**src/rtl/snn_pkg.sv**
```systemverilog
// Shared types and helpers for the spiking-neuron datapath.
// Holds the neuron FSM states, post-fire reset modes and saturation.
package snn_pkg;

  typedef enum logic {
    ST_INTEG,
    ST_REFRACT
  } state_t;

  localparam int RST_ZERO = 0;
  localparam int RST_SUB  = 1;

  // Symmetric clamp: the most-negative code of the target width is never produced.
  function automatic int sat_add(
    input int a,
    input int b,
    input int width
  );
    int lim;
    int s;
    lim = (1 << (width - 1)) - 1;
    s   = a + b;
    if (s > lim)  return lim;
    if (s < -lim) return -lim;
    return s;
  endfunction

endpackage

```
**src/rtl/lif_synapse_sum.sv**
```systemverilog
// Combinational signed weighted sum over N pos/neg spike channels.
// Output is wide enough that no channel pattern can overflow it.
module lif_synapse_sum
  import snn_pkg::*;
#(
  parameter int N        = 4,
  parameter int WEIGHT_W = 4,
  parameter int SUM_W    = WEIGHT_W + 1 + $clog2(N)
) (
  input  logic [N*WEIGHT_W-1:0] weight,
  input  logic [N-1:0]          pos_in,
  input  logic [N-1:0]          neg_in,
  output logic signed [SUM_W-1:0] sum
);

  always_comb begin
    sum = '0;
    for (int i = 0; i < N; i++) begin
      if (pos_in[i] && !neg_in[i])
        sum = sum + SUM_W'($signed(weight[i*WEIGHT_W +: WEIGHT_W]));
      else if (neg_in[i] && !pos_in[i])
        sum = sum - SUM_W'($signed(weight[i*WEIGHT_W +: WEIGHT_W]));
    end
  end

endmodule

```
**src/rtl/lif_neuron_array.sv**
```systemverilog
// Leaky integrate-and-fire neuron with N weighted synaptic channels.
// Saturating membrane, periodic leak, refractory hold and ternary spikes.
module lif_neuron_array
  import snn_pkg::*;
#(
  parameter int N           = 4,
  parameter int WEIGHT_W    = 4,
  parameter int POT_W       = 8,
  parameter int THRESH_W    = 4,
  parameter int LEAK        = 1,
  parameter int LEAK_PERIOD = 8,
  parameter int REFRACT_CYC = 2,
  parameter int RESET_MODE  = 0
) (
  input  logic                    clk,
  input  logic                    rst,
  input  logic                    en,
  input  logic [N*WEIGHT_W-1:0]   weight,
  input  logic [THRESH_W-1:0]     threshold,
  input  logic [N-1:0]            pos_in,
  input  logic [N-1:0]            neg_in,
  output logic                    pos_out,
  output logic                    neg_out,
  output logic signed [POT_W-1:0] potential,
  output logic                    refractory
);

  localparam int SUM_W = WEIGHT_W + 1 + $clog2(N);
  localparam int LCW   = (LEAK_PERIOD > 1) ? $clog2(LEAK_PERIOD) : 1;
  localparam int RCL   = $clog2(REFRACT_CYC + 1);
  localparam int RCW   = (RCL < 1) ? 1 : RCL;

  state_t                  state, state_n;
  logic [LCW-1:0]          lcnt, lcnt_n;
  logic [RCW-1:0]          rcnt, rcnt_n;
  logic signed [POT_W-1:0] pot, pot_nx;
  logic                    pos_q, neg_q, pos_n, neg_n;
  logic signed [SUM_W-1:0] sum;
  logic                    tick;
  int                      pot_i, pot_l, pot_s, thr_i, mag;

  lif_synapse_sum #(
    .N        (N),
    .WEIGHT_W (WEIGHT_W),
    .SUM_W    (SUM_W)
  ) u_sum (
    .weight (weight),
    .pos_in (pos_in),
    .neg_in (neg_in),
    .sum    (sum)
  );

  always_comb begin
    state_n = state;
    lcnt_n  = lcnt;
    rcnt_n  = rcnt;
    pot_nx  = pot;
    pos_n   = 1'b0;
    neg_n   = 1'b0;
    pot_i   = int'(pot);
    thr_i   = int'(threshold);
    tick    = (LEAK_PERIOD != 0) && (int'(lcnt) == LEAK_PERIOD - 1);
    mag     = (pot_i < 0) ? -pot_i : pot_i;
    if (mag > LEAK) mag = LEAK;
    // Leak pulls toward zero but never past it.
    pot_l   = pot_i;
    if (tick) pot_l = (pot_i < 0) ? pot_i + mag : pot_i - mag;
    pot_s   = sat_add(pot_l, int'(sum), POT_W);
    if (en) begin
      if (LEAK_PERIOD != 0) lcnt_n = tick ? '0 : lcnt + 1'b1;
      unique case (state)
        ST_INTEG: begin
          pot_nx = POT_W'(pot_s);
          if (threshold != '0 && pot_s >= thr_i) begin
            pos_n  = 1'b1;
            pot_nx = (RESET_MODE == RST_ZERO) ? '0 : POT_W'(pot_s - thr_i);
          end else if (threshold != '0 && pot_s <= -thr_i) begin
            neg_n  = 1'b1;
            pot_nx = (RESET_MODE == RST_ZERO) ? '0 : POT_W'(pot_s + thr_i);
          end
          if ((pos_n || neg_n) && REFRACT_CYC > 0) begin
            state_n = ST_REFRACT;
            rcnt_n  = RCW'(REFRACT_CYC);
          end
        end
        ST_REFRACT: begin
          if (rcnt == RCW'(1)) state_n = ST_INTEG;
          else rcnt_n = rcnt - 1'b1;
        end
      endcase
    end
  end

  always_ff @(posedge clk or posedge rst) begin
    if (rst) begin
      state <= ST_INTEG;
      lcnt  <= '0;
      rcnt  <= '0;
      pot   <= '0;
      pos_q <= 1'b0;
      neg_q <= 1'b0;
    end else begin
      state <= state_n;
      lcnt  <= lcnt_n;
      rcnt  <= rcnt_n;
      pot   <= pot_nx;
      pos_q <= pos_n;
      neg_q <= neg_n;
    end
  end

  assign pos_out    = pos_q;
  assign neg_out    = neg_q;
  assign potential  = pot;
  assign refractory = (state == ST_REFRACT);

endmodule

```
**config.mk**
```make
export PLATFORM = sky130hd
export DESIGN_NAME = lif_neuron_array
export DESIGN_NICKNAME = d
export VERILOG_FILES = /design/src/rtl/snn_pkg.sv /design/src/rtl/lif_synapse_sum.sv /design/src/rtl/lif_neuron_array.sv
export SDC_FILE = /design/constraint.sdc
export NUM_CORES = 1
export LEC_CHECK = 0
export BUFFER_PORTS_ARGS = -buffer_cell sky130_fd_sc_hd__buf_2
export CAP_MARGIN = 5
export CORE_MARGIN = 4
export CORE_UTILIZATION = 38
export DETAILED_ROUTE_END_ITERATION = 7
export GPL_ROUTABILITY_DRIVEN = 0
export PLACE_DENSITY = 0.51
export SYNTH_ARGS = -nofsm -noshare
export SYNTH_HDL_FRONTEND = slang
export SYNTH_HIERARCHICAL = 1
export SYNTH_SLANG_ARGS = --single-unit
```
**constraint.sdc**
```tcl
create_clock -name clk -period 21.2 [get_ports clk]
set_input_delay 3.18 -clock clk [delete_from_list [all_inputs] [get_ports clk]]
set_output_delay 3.18 -clock clk [all_outputs]
set_load 0.02 [all_outputs]
```
==> summary by stage, run 1 <==
Critical path
Along the worst path, the maximum fanout reaches 27. The worst setup path is of the input pin to flop kind. The capturing element type of the critical path is a flop.

The startpoint class of the critical path is an input pin. Data on the critical path is required at its endpoint by 21.34 ns. The delay of the slowest cell on the worst path is 0.78 ns. The buffer and inverter count on the worst path is 6.

The cell that appears most often on the critical path is sky130_fd_sc_hd__ha_1. The largest individual stage delay along the critical path comes from the cell sky130_fd_sc_hd__ha_1. On the critical path the largest part of the delay comes from compound AO/OA/AOI/OAI gates. The critical path arrival is 15.14 ns.

Floorplanning
The chip width is 141 um. The initial utilization of the core area, before any placement, comes to 0.389. The area enclosed by the die boundary is 0.0199 mm^2. The region available for standard cell placement spans 0.0173 mm^2. The number of cell rows is 48. Measured along the y axis, the die boundary spans 141 um. 42 I/O pins were placed.

Routing
The length of routed wiring on met1 is 9450 um. In the routed design, unresolved DRC markers number 0. The length of routed met2 wiring is 8260 um. The highest metal layer with signal wires is met4.

Using the TritonRoute via totals, the vias-per-cell ratio works out to 5.56. The first detailed-routing pass took 5 iterations. The number of nets with antenna violations after detailed routing is 0. The DRC marker count from the first detailed-route iteration is 300. After detailed routing, the met3 layer carries 361 um of wire. After detailed routing, the average wire length per cell comes to 15.6 um. The routed layout has 6487 vias. The post-detailed-routing wire length is 18200 um.

Timing
The setup TNS is 0 ns. The final setup violation count is 0. Setup repair after global routing left no endpoint under its margin. The clock tree skew after final layout is 0.00105 ns. Headroom to the max-slew limit came out at 0.253. The final number of hold-violating endpoints is 0. The final clock period utilization by the worst path is 0.708. The count of pins over their slew limit is 0.

Timing would allow up to 66.7 MHz. The transition at the pin with the smallest max-transition slack is 1.12 ns. The clock period minus worst slack is 15.00 ns.

Clock network
TritonCTS built the clock tree. In this run the clock root is driven by a sky130_fd_sc_hd__clkbuf_16. In this run, post-CTS hold repair placed 0 buffers. The H-tree depth reported by CTS is 1. The TritonCTS sink count is 16.

After clock tree synthesis, the setup repair step added 0 buffers. The post-CTS clock slew at the launch and capture registers of the worst setup and hold paths is 0.05 ns. The post-cts repair resize count is 0.

The clock passes through at most 2 buffers. The number of clock buffers added by TritonCTS is 3. The clock latency at the later pin of the worst-skew pair is 0.24 ns.

Global routing
The sum of overflow across all layers after global routing is 0. In the global route stage, overall resource usage came out at 0.180. Entering global routing, the biggest net connects 28 pins. The number of antenna violations at the first check in global routing is 0. The number of global-route vias before repair is 6189.

The global-route wire length before repair is 30600 um.

Logic synthesis
Averaged over all synthesized cells, the footprint is 7.25 um^2. The share of synthesized area occupied by flip-flops and latches is 0.0595. The share of synthesized area in the top cell type comes to 0.216. The number of enable-type register cells in the synthesized netlist is 0. During synthesis, Yosys emitted a total of 6 warnings. Synthesis produced a netlist with a net count of 1083.

The synthesized instance count is 928. The mapped netlist covers 0.00673 mm^2. After synthesis, the cell types taking the most area are sky130_fd_sc_hd__ha_1 22%, sky130_fd_sc_hd__a21oi_1 6.9%, sky130_fd_sc_hd__nor2_1 6.3%. The cell accounting for the most synthesized area is sky130_fd_sc_hd__ha_1.

The synthesized netlist contains 89 unique library cells. In the post-synthesis netlist, the cell with the most instances is sky130_fd_sc_hd__ha_1. The synthesized design contains 16 register bits.

Counting instances in the post-synthesis netlist gives the leading cell types as 116 x sky130_fd_sc_hd__ha_1, 112 x sky130_fd_sc_hd__nor2_1, 93 x sky130_fd_sc_hd__a21oi_1, 69 x sky130_fd_sc_hd__nand2_1, 51 x sky130_fd_sc_hd__inv_1. The most used flip-flop cell after synthesis is sky130_fd_sc_hd__dfrtp_1. Counting flops with an async set or reset pin after synthesis yields a share of 1.00.

Place
After detailed placement, the total cell area comes to 0.00708 mm^2. Buffers placed on the I/O ports in this run total 41. Detailed placement finished with a half-perimeter wire length of 14900 um.

Finish
After the last flow step, the layout net total stands at 1098. The count of inserted antenna diode cells is 0. The fraction of layout cells with a size suffix above 1 is 0.103. The area added between synthesis and finish is 6.38%. After routing the design area is 0.00716 mm^2.

Worst hold path
The worst min-delay path category is flop to flop.

Run
The max capacitance violation total is 0.

Status
The run finished with clean final reports.
## worst paths after layout
check	startpoint	to	slack (ns)	cells after the start
worst min register to register	lcnt[0]	lcnt[0]	0.49	1
min in group asynchronous	rst	potential[6]	3.00	2
worst min-delay path	lcnt[0]	lcnt[0]	0.49	1
max in group asynchronous	rst	lcnt[1]	17.81	2
worst max register to register	potential[7]	potential[7]	10.22	37
worst max-delay path	weight[0]	potential[7]	6.20	49
## area by class of cell
| class | instances | area [um^2] |
|---|---|---|
| clock buffers | 3 | 75.1 |
| repair buffers | 45 | 235 |
| multi-input cells | 820 | 5950 |
| fillers | 1834 | 10100 |
| inverters | 57 | 214 |
| well taps | 225 | 282 |
| flip-flops and latches | 16 | 400 |
## cell families after synthesis
logic type      synth area share
mux                       0.0326
compound gates             0.291
xor+xnor                  0.0707
simple gates               0.250
flops                     0.0595
buf+inv                   0.0560
other cells             0.000558
fa+ha+maj                  0.240
## sequential cells by signal, summed over array words and instances, names as in the netlist
signal	flops
refractory	1
rcnt	2
neg_out	1
potential	8
lcnt	3
pos_out	1
## cell usage in the layout, fill, tap and decap left out, types with 6 or more instances in the layout
master / synthesis / layout
sky130_fd_sc_hd__ha_1: 116 / 116
sky130_fd_sc_hd__nor2_1: 112 / 112
sky130_fd_sc_hd__a21oi_1: 93 / 93
sky130_fd_sc_hd__nand2_1: 69 / 69
sky130_fd_sc_hd__inv_1: 51 / 51
sky130_fd_sc_hd__o21ai_0: 43 / 43
sky130_fd_sc_hd__buf_2: 10 / 41
sky130_fd_sc_hd__xnor2_1: 28 / 28
sky130_fd_sc_hd__nor2b_1: 27 / 27
sky130_fd_sc_hd__nand2b_1: 26 / 26
sky130_fd_sc_hd__nor3_1: 25 / 25
sky130_fd_sc_hd__a21o_1: 21 / 21
sky130_fd_sc_hd__xor2_1: 20 / 20
sky130_fd_sc_hd__nand3_1: 16 / 16
sky130_fd_sc_hd__dfrtp_1: 16 / 16
sky130_fd_sc_hd__nand4_1: 15 / 15
sky130_fd_sc_hd__o21a_1: 14 / 14
sky130_fd_sc_hd__mux2i_1: 14 / 14
sky130_fd_sc_hd__o211ai_1: 10 / 10
sky130_fd_sc_hd__a211oi_1: 10 / 10
sky130_fd_sc_hd__a31oi_1: 9 / 9
sky130_fd_sc_hd__fa_1: 8 / 8
sky130_fd_sc_hd__o21ai_1: 7 / 7
sky130_fd_sc_hd__o21bai_1: 7 / 7
sky130_fd_sc_hd__mux2_2: 7 / 7
sky130_fd_sc_hd__or3_1: 6 / 6
## per-stage QoR
step	utilization	hold slack (ns)	setup slack [ns]	std cells
after floorplan	-	0.457	7.68	928
after global placement	0.409	0.478	6.09	1163
after detailed placement	0.409	0.483	6.05	1163
after CTS	0.414	0.491	6.23	1166
after global routing	0.414	0.506	5.10	1166
final	0.414	0.493	6.20	1166
## metal layers
| metal | vias to the layer above | track usage |
|---|---|---|
| met3 | 8 | 0.00645 |
| met2 | 70 | 0.306 |
| li1 | 3408 | - |
| met1 | 3001 | 0.260 |
| met5 | - | 0 |
| met4 | 0 | 0.0235 |
Power of run 1 is left out: the tool's default activity adds up to more than one toggle a clock period on the data nets, which glitch-free logic cannot reach.
==> inputs of run 2 (changes only) <==
==> constraint.sdc (replaced) <==
create_clock -name clk -period 15.43 [get_ports clk]
set_input_delay 2.3145 -clock clk [delete_from_list [all_inputs] [get_ports clk]]
set_output_delay 2.3145 -clock clk [all_outputs]
set_load 0.02 [all_outputs]
==> run 2 against run 1 <==
  * Final area is 0.19% higher
  * Core utilization is 0.080 points higher
  * Via count is 0.63% higher
  * Critical path type unchanged
  * Largest cell class unchanged
==> summary by stage, run 2 (synthesis results as in run 1) <==
Global routing
The met2 global-route usage is 0.300. In the global route stage, overall resource usage came out at 0.181. The number of global-route vias before repair is 6253. The maximum number of pins on one net before global-route repair is 28.

The number of antenna violations at the first check in global routing is 0. The global-route met3 utilization is 0.00645. The first global-routing pass estimated 31100 um of wire. met2 is the most crowded layer. The met1 capacity usage during global routing is 0.270.

The sum of overflow across all layers after global routing is 0.

Floorplanning
The initial utilization of the core area, before any placement, comes to 0.389. The number of top-level design ports is 42. The number of cell rows is 48. The chip width is 141 um. In this run the vertical extent of the chip is 141 um.

The core region is 0.0173 mm^2. The area enclosed by the die boundary is 0.0199 mm^2.

Timing
The final number of hold-violating endpoints is 0. Headroom to the max-slew limit came out at 0.294. The setup TNS is 0 ns.

For the pin with the worst max-slew slack, the measured transition is 1.05 ns. The count of pins over their slew limit is 0. The clock period minus worst slack is 13.82 ns. The clock tree skew after final layout is 0.00122 ns. The final setup violation count is 0. In the finished design, the share of the clock period the worst path needs comes to 0.896. Setup repair after global routing left no endpoint under its margin. The peak clock frequency supported by timing is 72.3 MHz.

Critical path
The type of the worst setup path is input pin to flop. The critical path runs through a total of 48 cells. STA classifies the critical path startpoint as an input pin. On the critical path, the stage with the largest delay is an instance of sky130_fd_sc_hd__ha_1. The critical path arrival is 13.97 ns.

The peak fanout along the critical path is 27. The kind of cell with the highest combined delay on the critical path is compound AO/OA/AOI/OAI gates. The delay of the slowest cell on the worst path is 0.77 ns. The capturing element type of the critical path is a flop.

The depth of the worst register-to-register path is 38. STA puts the critical path data required time at 15.58 ns. Together, buffers and inverters on the worst path number 6. The most frequent cell on the critical path is sky130_fd_sc_hd__ha_1.

Finish
In the layout the commonest cells are 116 x sky130_fd_sc_hd__ha_1, 112 x sky130_fd_sc_hd__nor2_1, 93 x sky130_fd_sc_hd__a21oi_1, 69 x sky130_fd_sc_hd__nand2_1, 51 x sky130_fd_sc_hd__inv_1. In the final design database the tool counted 1098 nets. Leaving out fill and tap cells, the most frequent cell in the layout is sky130_fd_sc_hd__ha_1. 0 antenna diodes ended up in the layout. Compared with the post-synthesis result, the final layout area differs by 6.58%. In the final layout, the share of cells above drive strength 1 is 0.104. The post-route standard cell area excluding fillers is 0.00717 mm^2. The number of flip-flops in the largest register is 8.

Routing
In the final routed layout, each cell accounts on average for 15.4 um. The routed design has 18000 um of wire. Using the TritonRoute via totals, the vias-per-cell ratio works out to 5.59. The detailed router finished its first iteration with 326 violations. The number of nets with antenna violations after detailed routing is 0. The pre-antenna-repair detailed-routing pass consisted of 5 iterations. The total via count in the routed design is 6528.

The DRC violation count after routing is 0.

Clock network
The number of clock buffers inserted by TritonCTS is 3. After clock tree synthesis, the flow added hold-fix buffers numbering 0. Counting along the longest clock path gives a buffer depth of 2. TritonCTS built the clock tree. The H-tree depth reported by CTS is 1. The clock drives 16 sinks. Buffers added to address setup during post-CTS repair amount to 0. The tree is rooted in a sky130_fd_sc_hd__clkbuf_16. In this run, post-CTS repair resized a total of 0 instances.

Clock-pin slew was measured on the worst setup and hold paths at 0.05 ns. The later pin in the worst-skew pair is clocked with a latency of 0.24 ns.

Worst hold path
The worst min-delay path category is flop to flop. The worst hold path stage count is 1.

Place
The cell area after placement is 0.00708 mm^2. The wire-length estimate of the detail-placed layout is 14900 um. The number of I/O port buffers is 41.

Status
The flow ran to the end, and the final reports show no timing, DRC or antenna violations.

Run
The max capacitance violation total is 0.
-- run 2: changes by cell type in the layout (fill, tap and decap cells not counted), sizes merged --
cell / delta
clkbuf: +1
-- run 2: through the flow --
stage	hold slack, ns	utilization	instances	worst slack [ns]
2_1_floorplan	0.457	-	928	2.77
3_3_place_gp	0.476	0.409	1163	1.54
3_5_place_dp	0.477	0.409	1163	1.31
4_1_cts	0.487	0.414	1167	1.55
5_1_grt	0.508	0.414	1167	0.344
6_report	0.481	0.414	1167	1.61
-- run 2: worst reg2reg max path, delay by kind of cell (launching register included) --
family                   cells  cell delay (ns)
AND/OR/NAND/NOR             16             3.99
AO/OA/AOI/OAI               14             2.81
adder cells (fa/ha/maj)      5             2.31
buffers and inverters        2             0.83
flip-flops                   1             0.64
XOR/XNOR                     1             0.15
-- run 2: layer usage --
| layer | share of wire | wire [um] |
|---|---|---|
| met1 | 0.52 | 9360 |
| met2 | 0.45 | 8040 |
| met3 | 0.028 | 501 |
| met4 | 0.0063 | 114 |
| met5 | 0 | 0 |
-- run 2: path summary, 6_finish.rpt --
check / to / from / slack (ns)
max: potential[7] / pos_in[0] / 1.61
min: lcnt[0] / lcnt[0] / 0.48
max reg2reg: potential[7] / potential[7] / 4.59
min reg2reg: lcnt[0] / lcnt[0] / 0.48
max in group asynchronous: potential[1] / rst / 12.91
min in group asynchronous: lcnt[0] / rst / 2.13
-- run 2: area by class of cell --
type / count / area (um^2)
clock buffers: 4 / 88.8
fillers: 1851 / 10100
inverters: 57 / 214
multi-input cells: 820 / 5950
flip-flops and latches: 16 / 400
well taps: 225 / 282
repair buffers: 45 / 235
Power of run 2 is left out for the same reason.
==> inputs of run 3 (changes only) <==
--- a/config.mk
+++ b/config.mk
@@ -7,6 +7,7 @@
 export LEC_CHECK = 0
 export BUFFER_PORTS_ARGS = -buffer_cell sky130_fd_sc_hd__buf_2
 export CAP_MARGIN = 5
+export CORE_ASPECT_RATIO = 0.8
 export CORE_MARGIN = 4
 export CORE_UTILIZATION = 38
 export DETAILED_ROUTE_END_ITERATION = 7
==> run 3 against run 2 <==
  * Non-clock buffer count increased by 1
  * Worst setup slack improved by 0.059 ns
  * Final area is essentially flat
  * Global-route usage fell by 0.095 points
  * Core utilization shrank 0.21 points
==> summary by stage, run 3 (synthesis results as in run 1) <==
Critical path
The setup check on the worst reg-to-reg path leaves a slack of 4.71 ns. The peak fanout along the critical path is 27. The delay of the slowest cell on the worst path is 0.62 ns. For the worst setup path, the data required time is 15.57 ns.

The depth of the worst register-to-register path is 38. The end of the worst register-to-register path is potential[7]. The startpoint class of the critical path is an input pin. STA classifies the critical path endpoint as a flop.

The launch point of the worst reg-to-reg path is potential[7]. Data arrives at the worst endpoint at 13.91 ns. The most numerous cell type found on the critical path is sky130_fd_sc_hd__ha_1. The slowest cell on the critical path is sky130_fd_sc_hd__ha_2. The type of the worst setup path is input pin to flop.

Timing
The final number of hold-violating endpoints is 0. Setup repair after global routing left no endpoint under its margin. The headroom to the max-slew limit is 0.326. Setup total negative slack on the finished layout was measured at 0 ns. The clock tree skew after final layout is 0.00340 ns. Of the available clock period, the critical path in the final layout requires 0.892. The post-route worst hold slack is 0.484 ns.

The peak clock frequency supported by timing is 72.6 MHz. At the pin with the least slew margin, the transition time is 1.01 ns. The final setup violation count is 0. The clock period minus worst slack is 13.77 ns. The count of pins over their slew limit came to 0.

Worst hold path
The worst hold path terminates at lcnt[0]. The tightest min-delay check is of the flop to flop type. Along the worst hold path, the cell count comes to 1. The startpoint identified for the worst hold timing path is lcnt[0].

Clock network
In this run the deepest clock path goes through 2 buffers. The TritonCTS sink count is 16. The post-CTS clock slew at the launch and capture registers of the worst setup and hold paths is 0.05 ns.

The number of hold buffers added after CTS was 0. The root buffer cell chosen for the clock tree is sky130_fd_sc_hd__clkbuf_16. Buffers added to address setup during post-CTS repair amount to 0. The clock tree from TritonCTS is yes. The H-tree depth reported by CTS is 1. The clock latency at the later pin of the worst-skew pair is 0.24 ns. In this run, CTS created clock tree buffers numbering 3.

Finish
Leaving out fill and tap cells, the most frequent cells in the layout are 115 x sky130_fd_sc_hd__ha_1, 112 x sky130_fd_sc_hd__nor2_1, 93 x sky130_fd_sc_hd__a21oi_1, 69 x sky130_fd_sc_hd__nand2_1, 51 x sky130_fd_sc_hd__inv_1. For this run, the post-layout net count is 1099. The count of inserted antenna diode cells is 0. The count of fill cells added during filler insertion is 1841. Across the whole layout, storage elements account for 400 um^2.

The library cell used most frequently in the layout, excluding fill and tap cells, is sky130_fd_sc_hd__ha_1. The area added between synthesis and finish is 6.55%. The fraction of layout cells with a size suffix above 1 is 0.106.

Summing all non-filler instances in the final layout gives an area of 0.00717 mm^2. The number of flip-flops in the largest register is 8. The area of the multi-input gates is 0.00595 mm^2.

Floorplanning
The die covers 0.0199 mm^2. The area of the placeable core is 0.0174 mm^2. From left edge to right edge, the die measures 157 um. The starting density of the core is 0.387. The overall die height is 127 um. The number of top-level design ports is 42.

The number of cell rows is 43.

Global routing
For this run, the total global-route usage over all layers was measured as 0.180. The first global-routing pass estimated 30500 um of wire. The maximum number of pins on one net before global-route repair is 28. The number of global-route vias before repair was 6058. The sum of overflow across all layers after global routing is 0. The number of antenna violations at the first check in global routing came to 0.

Routing
The average wire per standard cell is 15.5 um. For this run, the detailed router's first-pass iteration total came to 4. In the routed design, unresolved DRC markers number 0. After detailed routing, the number of vias per cell comes to 5.57. The DRC marker count from the first detailed-route iteration is 380. The total via count in the routed design is 6495.

Once detail routing completed, the nets flagged for antenna violations numbered 0. After detailed routing, the total wire length is 18100 um.

Run
Max-cap violations in this run came to 0.

Place
The number of I/O port buffers is 41. The total half-perimeter wirelength after legalization and detailed placement is 15000 um. The cell area after placement is 0.00709 mm^2.

Status
The run finished with clean final reports.
[run 3: worst max path at each step]
stage                   start      endpoint  slack, ns
global route        weight[0]  potential[7]       0.17
finish              pos_in[0]  potential[7]       1.66
global placement    pos_in[0]       rcnt[1]       0.89
floorplan           weight[0]       rcnt[1]       2.77
CTS                 pos_in[0]  potential[7]       1.11
detailed placement  pos_in[0]       rcnt[1]       0.90
[run 3: critical path: cells and delay by family]
family / cells / cell delay, ns
adders and majority gates: 7 / 2.45
AOI/OAI and AO/OA: 18 / 4.67
buffers and inverters: 5 / 0.75
xor gates and xnor gates: 4 / 1.15
and+or+nand+nor: 13 / 2.56
[run 3: metal layers]
| layer | up-vias | track usage | wire (um) |
|---|---|---|---|
| met5 | - | 0 | 0 |
| met4 | 0 | 0.0255 | 176 |
| met3 | 15 | 0.00847 | 503 |
| met2 | 102 | 0.270 | 7400 |
| met1 | 2973 | 0.288 | 9970 |
| li1 | 3405 | - | - |
[run 3: layout make-up]
| cell class | instances | share of cell area |
|---|---|---|
| clock buffer | 3 | 0.0105 |
| inverter | 57 | 0.0299 |
| multi-input combinational | 820 | 0.831 |
| sequential | 16 | 0.0559 |
| tap | 225 | 0.0393 |
| timing repair buffer | 46 | 0.0339 |
[run 3: through the flow]
step	util	cells	setup slack, ns
4_1_cts	0.412	1167	1.11
5_1_grt	0.412	1167	0.168
2_1_floorplan	-	928	2.77
6_report	0.412	1167	1.66
3_5_place_dp	0.408	1164	0.900
3_3_place_gp	0.408	1164	0.889
[run 3: timing repair]
item                                    4_1_cts  5_1_grt
endpoints found under the setup margin        0       12
resized for setup                             0        2
endpoints found under the hold margin         0        0
Power of run 3 is left out for the same reason.
